<file path="src/rtl/axi_arb_pkg.sv">
// Shared definitions for the AXI read/write channel arbiters.
package axi_arb_pkg;

  typedef enum logic [1:0] {
    IDLE = 2'd0,
    ADDR = 2'd1,
    DATA = 2'd2
  } state_e;

  localparam logic [1:0] FIXED = 2'b00;
  localparam logic [1:0] INCR  = 2'b01;
  localparam logic [1:0] WRAP  = 2'b10;

  localparam logic [1:0] RESP_OKAY = 2'b00;

endpackage

</file>
<file path="src/rtl/rr_arb2.sv">
// Two-way request picker: round-robin against the last grant, or fixed priority
// to requester 0 when rr_en_i is low.
module rr_arb2 (
  input  logic [1:0] req_i,
  input  logic       last_i,
  input  logic       rr_en_i,
  output logic       gnt_o
);

  always_comb begin
    gnt_o = 1'b0;
    if (req_i == 2'b11) begin
      gnt_o = rr_en_i ? ~last_i : 1'b0;
    end else if (req_i[1]) begin
      gnt_o = 1'b1;
    end
  end

endmodule

</file>
<file path="src/rtl/axi_rd_arb2.sv">
// Two-master AXI4 read arbiter with a single outstanding burst, burst-length
// and ID checking, and a sticky protocol error flag.
module axi_rd_arb2
  import axi_arb_pkg::*;
#(
  parameter int ADDR_W = 32,
  parameter int ID_W   = 4,
  parameter int DATA_W = 32,
  parameter bit RR     = 1'b1
) (
  input  logic              clk_i,
  input  logic              rst_i,
  input  logic              m0_arvalid_i,
  input  logic [ADDR_W-1:0] m0_araddr_i,
  input  logic [ID_W-1:0]   m0_arid_i,
  input  logic [7:0]        m0_arlen_i,
  input  logic [1:0]        m0_arburst_i,
  output logic              m0_arready_o,
  output logic              m0_rvalid_o,
  output logic [DATA_W-1:0] m0_rdata_o,
  output logic [1:0]        m0_rresp_o,
  output logic [ID_W-1:0]   m0_rid_o,
  output logic              m0_rlast_o,
  input  logic              m0_rready_i,
  input  logic              m1_arvalid_i,
  input  logic [ADDR_W-1:0] m1_araddr_i,
  input  logic [ID_W-1:0]   m1_arid_i,
  input  logic [7:0]        m1_arlen_i,
  input  logic [1:0]        m1_arburst_i,
  output logic              m1_arready_o,
  output logic              m1_rvalid_o,
  output logic [DATA_W-1:0] m1_rdata_o,
  output logic [1:0]        m1_rresp_o,
  output logic [ID_W-1:0]   m1_rid_o,
  output logic              m1_rlast_o,
  input  logic              m1_rready_i,
  output logic              s_arvalid_o,
  output logic [ADDR_W-1:0] s_araddr_o,
  output logic [ID_W-1:0]   s_arid_o,
  output logic [7:0]        s_arlen_o,
  output logic [1:0]        s_arburst_o,
  input  logic              s_arready_i,
  input  logic              s_rvalid_i,
  input  logic [DATA_W-1:0] s_rdata_i,
  input  logic [1:0]        s_rresp_i,
  input  logic [ID_W-1:0]   s_rid_i,
  input  logic              s_rlast_i,
  output logic              s_rready_o,
  output logic              grant_o,
  output logic              busy_o,
  output logic              err_o
);

  state_e            state_q, state_d;
  logic [ADDR_W-1:0] addr_q, addr_d;
  logic [ID_W-1:0]   id_q, id_d;
  logic [7:0]        len_q, len_d;
  logic [1:0]        burst_q, burst_d;
  logic              grant_q, grant_d;
  logic [8:0]        beat_q, beat_d;
  logic              err_q, err_d;

  logic [1:0] req;
  logic       win;
  logic       sel_rready;
  logic       r_beat;

  assign req        = {m1_arvalid_i, m0_arvalid_i};
  assign sel_rready = grant_q ? m1_rready_i : m0_rready_i;
  assign r_beat     = (state_q == DATA) && s_rvalid_i && sel_rready;

  rr_arb2 u_pick (
    .req_i   (req),
    .last_i  (grant_q),
    .rr_en_i (RR),
    .gnt_o   (win)
  );

  // grant_q doubles as last_grant; resetting it to 1 lets master 0 win the first tie.
  always_ff @(posedge clk_i or posedge rst_i) begin
    if (rst_i) begin
      state_q <= IDLE;
      addr_q  <= '0;
      id_q    <= '0;
      len_q   <= '0;
      burst_q <= '0;
      grant_q <= 1'b1;
      beat_q  <= '0;
      err_q   <= 1'b0;
    end else begin
      state_q <= state_d;
      addr_q  <= addr_d;
      id_q    <= id_d;
      len_q   <= len_d;
      burst_q <= burst_d;
      grant_q <= grant_d;
      beat_q  <= beat_d;
      err_q   <= err_d;
    end
  end

  always_comb begin
    state_d = state_q;
    addr_d  = addr_q;
    id_d    = id_q;
    len_d   = len_q;
    burst_d = burst_q;
    grant_d = grant_q;
    beat_d  = beat_q;
    err_d   = err_q;
    case (state_q)
      IDLE: begin
        if (s_rvalid_i) err_d = 1'b1;
        if (req != 2'b00) begin
          addr_d  = win ? m1_araddr_i  : m0_araddr_i;
          id_d    = win ? m1_arid_i    : m0_arid_i;
          len_d   = win ? m1_arlen_i   : m0_arlen_i;
          burst_d = win ? m1_arburst_i : m0_arburst_i;
          grant_d = win;
          beat_d  = '0;
          state_d = ADDR;
        end
      end
      ADDR: begin
        if (s_arready_i) state_d = DATA;
      end
      DATA: begin
        if (r_beat) begin
          beat_d = beat_q + 9'd1;
          // beat_q is 0-based, so a correct last beat arrives with beat_q == arlen.
          if (s_rlast_i) begin
            if ((beat_q != {1'b0, len_q}) || (s_rid_i != id_q)) err_d = 1'b1;
            state_d = IDLE;
          end else if (beat_q == {1'b0, len_q}) begin
            err_d = 1'b1;
          end
        end
      end
      default: state_d = IDLE;
    endcase
  end

  always_comb begin
    m0_arready_o = 1'b0;
    m1_arready_o = 1'b0;
    s_arvalid_o  = 1'b0;
    m0_rvalid_o  = 1'b0;
    m1_rvalid_o  = 1'b0;
    s_rready_o   = 1'b0;
    case (state_q)
      IDLE: begin
        m0_arready_o = (req != 2'b00) && !win;
        m1_arready_o = (req != 2'b00) && win;
      end
      ADDR: s_arvalid_o = 1'b1;
      DATA: begin
        m0_rvalid_o = s_rvalid_i && !grant_q;
        m1_rvalid_o = s_rvalid_i && grant_q;
        s_rready_o  = sel_rready;
      end
      default: ;
    endcase
  end

  assign s_araddr_o  = addr_q;
  assign s_arid_o    = id_q;
  assign s_arlen_o   = len_q;
  assign s_arburst_o = burst_q;

  assign m0_rdata_o = s_rdata_i;
  assign m0_rresp_o = s_rresp_i;
  assign m0_rid_o   = s_rid_i;
  assign m0_rlast_o = s_rlast_i;
  assign m1_rdata_o = s_rdata_i;
  assign m1_rresp_o = s_rresp_i;
  assign m1_rid_o   = s_rid_i;
  assign m1_rlast_o = s_rlast_i;

  assign grant_o = grant_q;
  assign busy_o  = (state_q != IDLE);
  assign err_o   = err_q;

endmodule

</file>
<file path="config.mk">
export PLATFORM = sky130hd
export DESIGN_NAME = axi_rd_arb2
export DESIGN_NICKNAME = d
export VERILOG_FILES = /design/src/rtl/axi_arb_pkg.sv /design/src/rtl/rr_arb2.sv /design/src/rtl/axi_rd_arb2.sv
export SDC_FILE = /design/constraint.sdc
export NUM_CORES = 1
export LEC_CHECK = 0
export ABC_AREA = 1
export BUFFER_PORTS_ARGS = -buffer_cell sky130_fd_sc_hd__buf_4
export CAP_MARGIN = 20
export CORE_AREA = 2 2 107 109
export DETAILED_ROUTE_END_ITERATION = 8
export DIE_AREA = 0 0 109 111
export GPL_ROUTABILITY_DRIVEN = 0
export PLACE_DENSITY_LB_ADDON = 0.25
export SLEW_MARGIN = 5
export SYNTH_ARGS = -nofsm -noshare
export SYNTH_HDL_FRONTEND = slang
export SYNTH_SLANG_ARGS = --single-unit
</file>
<file path="constraint.sdc">
create_clock -name clk_i -period 3.8 [get_ports clk_i]
set_input_delay 0.76 -clock clk_i [delete_from_list [all_inputs] [get_ports clk_i]]
set_output_delay 0.76 -clock clk_i [all_outputs]
set_load 0.02 [all_outputs]
</file>
# Word level (Yosys, flattened, before mapping)
# Cells that the tools add are included.
# totals
ff_bits	59
in_bits	139
# classes
n_addsub	1
n_eq_ne	13
muxes	27
n_bitwise	1
n_reduce_logical	17
# ops
op	count
two-way mux 32 bit	1
two-way mux 9 bit	2
case mux 9 bit (2 select lines)	1
two-way mux 1 bit	14
two-way mux 2 bit	5
!= test 2 bit, second input constant	5
adder 9 x 1 -> 9 bit, second input constant	1
equality test 9 x 8 -> 1 bit	1
!= test 9 x 8 -> 1 bit	1
two-way mux 8 bit	1
logical AND 1 bit	6
!= test 3 x 2 -> 1 bit, second input constant	2
case mux 2 bit (3 select lines)	1
nonzero test 2 bit	3
AND reduction 5 bit	1
equality test 2 bit, second input constant	2
two-way mux 4 bit	1
!= test 4 bit	1
AND reduction 4 bit	1
AND reduction 3 bit	1
equality test 2 x 1 -> 1 bit, second input constant	1
logical NOT 1 bit	2
logical NOT 2 bit	1
case mux 1 bit (2 select lines)	1
other kinds (3)	3

# Logic depth before layout (Yosys ltp)
# logic_depth
ltp_word	6
ltp_mapped	10
mapped_depth_nobuf	10

# By module
# From an unflattened synthesis, not the netlist that was laid out.
# hier_totals
hier_cells	490
area_unflattened_um2	3603.5
# modules_own_cells
module	n_inst	cells_each	area_per_inst_um2	seq_area_each_um2
axi_rd_arb2	1	483	3569.7	1477.7
rr_arb2	1	7	33.8	0.0

# Least setup slack after synthesis
# Ideal clock, no wire load.
# synth_timing
path_kind	input port to output port
startpoint	input port m0_arvalid_i
endpoint	output port m0_arready_o
arrival_ns	1.466
t_required_ns	3.040
slack_ns	1.574
stages	5
cell_sequence	nand2_1 > nand2_1 > inv_2 > clkbuf_2 > nor2_1
# synth_between
elab_chain_len	5
# synth_rtl
element	line	source
start: declaration	axi_rd_arb2.sv:13	input logic m0_arvalid_i,
equality test 2 bit	rr_arb2.sv:12	if (req_i == 2'b11) begin
two-way mux 1 bit	rr_arb2.sv:12	
logical NOT 1 bit	axi_rd_arb2.sv:152	m0_arready_o = (req != 2'b00) && !win;
logical AND 1 bit (*)	axi_rd_arb2.sv:152	
two-way mux 1 bit (*)	axi_rd_arb2.sv:150	case (state_q)
end: declaration	axi_rd_arb2.sv:18	output logic m0_arready_o,
# Mark *: on every way between the ends. The rest lies on a longest branch, timed or not.

# Worst setup path after layout
# Ends and elaborated chain as after synthesis.

==> flow_summary_export.csv <==
group,metric,value,unit
run_status,status,"completed",
floorplanning,pin_count,272,
pwr,ir_drop,0.348,mV
placed_design,hpwl,7350,um
routing,wl_met3,971,um
yosys,yosysWarnings,0,
yosys,synth_edf_count,0,
global_route,grt_pass1_vias,3359,
timing,hold_violations,0,
cells_and_area,drive_gt1_frac,0.419,
floorplanning,num_rows,39,
yosys,synth_top_family_by_area,"buffers and inverters",
cts,cts_resized,0,
floorplanning,die_y,111,um
timing,finalSetupViolCount,0,
yosys,ys.flop_type,"dfrtp_1",
routing,route.top_layer_used,"met4",
placed_design,port_buffers,169,
cts,h-tree-depth,3,
pwr,seqPwrFrac,0.274,
yosys,synth_mux_area_frac,0,
cts,cts_made_buffers,9,
pwr,p_int,2390,uW
timing,rsz0062_at_grt,"no",
yosys,yosys.area_share.simple,0.190,
yosys,synthDistinctLibCells,31,
routing,via_per_inst,4.58,
floorplanning,fp.dieW,109,um
flow_run,maxCapViolCount,0,
cts,root_buffer,"clkbuf_16",
global_route,grt_antenna_before_repair,0,
yosys,syn-num-nets,628,
global_route,grt.total_usage,0.165,
critical_path,crit_type,"input port to output pin",
pwr,swShare,0.408,
cells_and_area,nets,716,
yosys,synth_compound_area_frac,0.195,
yosys,synth_area,0.00386,mm2
cells_and_area,antenna_cells,0,
timing,tightest_slew,0.575,ns
timing,drv_slew,0,
placed_design,dp_slack,1.31,ns
floorplanning,initial_core_util,0.349,
critical_path,cp_data_arrival_time,1.70,ns
routing,drt-pass1-iter-count,4,
global_route,gr-total-overflow,0,
routing,wire_per_inst,13.8,um
yosys,syn_avg_cell_area,7.92,um2
cells_and_area,syn_to_final_growth,29.9,%
global_route,grt_max_degree,58,
routing,drcViolationCount,0,
pwr,p_clk_frac,0.236,
cts,clkSinkCount,59,
routing,vias,3309,
timing,fin_crit_sh,0.646,
timing,setup_ws,1.34,ns
cts,cts_hold_buffers,0,
cells_and_area,fin_util,0.453,
yosys,synthAdderAreaFrac,0.00324,
cts,clkTransAtPathRegs,0.05,ns
yosys,synth_xor_area_frac,0.00453,
routing,drt_wl_total,10000,um
min_path,worstHoldPathType,"input port to async pin",
critical_path,cp_max_fo,18,
critical_path,startpoint_type,"input port",
yosys,ys_async_sr_fraction,1.00,
pwr,power,4040,uW
routing,met1_length,3980,um
critical_path,required,3.04,ns
yosys,ys_ff_latch,59,
timing,tns,0,ns
cts,cts_tree,"yes",
timing,period_needed,2.46,ns
timing,clock_skew,0.00534,ns
cts,post_cts_buffers,0,
floorplanning,coreArea,0.0111,mm2
cts,cts.path.max_buffers,2,
timing,slew_headroom,0.617,
cts,clkLatencyLatePin,0.32,ns
routing,first_iter_violations,102,
critical_path,cp-end-kind,"output pin",
pwr,combPwrFrac,0.490,
pwr,p_per_area,805,mW/mm2
yosys,ys_seq_area_frac,0.382,
pwr,p_leak,0.00251,uW
routing,routed-wl-met2,4940,um
yosys,synth_cells,488,
global_route,grt_pass1_wl,15900,um
routing,drt.antenna.violating_nets,0,
floorplanning,die_area,0.0121,mm2
timing,max_freq,0.407,GHz
pwr,switchingPower,1650,uW
==> cells by family after synthesis <==
kind of cell    after synthesis
xor+xnor                      2
compound gates              110
simple gates                178
buf+inv                     138
flops                        59
fa+ha+maj                     1
==> placed cells by master (no fill, tap or decap), drive strengths merged <==
cell type,netlist,layout
a21oi,7,7
dfrtp,58,58
buf,92,175
dfstp,1,1
nand3,9,9
bufinv,0,3
xor2,1,1
inv,39,39
clkbuf,6,11
o21ai,91,91
clkinvlp,0,1
xnor2,1,1
o21bai,1,1
ha,1,1
o211ai,1,1
nand2,95,95
o22ai,10,10
nor2,68,68
nor3,5,5
nand4,1,1
clkinv,1,1
==> cells in the mapped netlist, drive strengths merged (5+ instances only) <==
| cell type | instances | area, um2 |
|---|---|---|
| nand2 | 95 | 379 |
| buf | 92 | 689 |
| o21ai | 91 | 576 |
| nor2 | 68 | 263 |
| dfrtp | 58 | 1450 |
| inv | 39 | 146 |
| o22ai | 10 | 125 |
| nand3 | 9 | 62.6 |
| a21oi | 7 | 35.0 |
| clkbuf | 6 | 26.3 |
| nor3 | 5 | 25.0 |
==> through the flow <==
stage	instance area, um2	std cells	hold WS (ns)
final	5020	723	0.409
after global routing	5020	723	0.428
after CTS	4980	721	0.478
after detailed placement	4630	706	0.465
after global placement	4630	706	0.461
after floorplan	3860	488	0.508
==> final cells by class <==
type | count | area, um2
timing repair buffer | 175 | 1340
sequential | 59 | 1480
tap | 143 | 179
clock buffer | 11 | 253
multi-input combinational | 291 | 1520
fill | 1107 | 6060
inverter | 40 | 151
clock inverter | 4 | 97.6
==> path summary, 6_finish.rpt <==
path | start | to | slack [ns] | cells past startpoint
worst min-delay path | rst_i | s_araddr_o[0] | 0.41 | 2
worst min register to register | err_o | err_o | 0.47 | 2
worst max register to register | state_q[1] | s_araddr_o[11] | 1.87 | 6
worst max-delay path | m0_arvalid_i | m0_arready_o | 1.34 | 4
max in group asynchronous | rst_i | s_araddr_o[28] | 2.64 | 4
min in group clk_i | err_o | err_o | 0.47 | 2
==> routing by layer <==
layer	up-vias	global-route usage
li1	1651	-
met1	1506	0.204
met2	142	0.267
met5	-	0
met3	10	0.0594
met4	0	0.0496
==> power groups by stage <==
| stage | Sequential, uW | Clock (uW) | Combinational, uW |
|---|---|---|---|
| 3_3_place_gp | 1110 | 0 | 1960 |
| 2_1_floorplan | 1380 | 0 | 1100 |
| 4_1_cts | 1110 | 970 | 1990 |
| 3_5_place_dp | 1110 | 0 | 2000 |
| 5_1_grt | 1140 | 1000 | 2180 |
| 6_report | 1110 | 954 | 1980 |
==> registers in the layout (all words and copies together) (netlist names) <==
signal	cells
beat_q	9
err_o	1
grant_o	1
s_araddr_o	32
s_arburst_o	2
s_arid_o	4
s_arlen_o	8
state_q	2
==> worst max-delay path: stages <==
cell,delay (ns)
buf_4,0.13
o21ai_4,0.46
nor2_1,0.15
buf_4,0.19
Power figures use the tool's default switching activity.
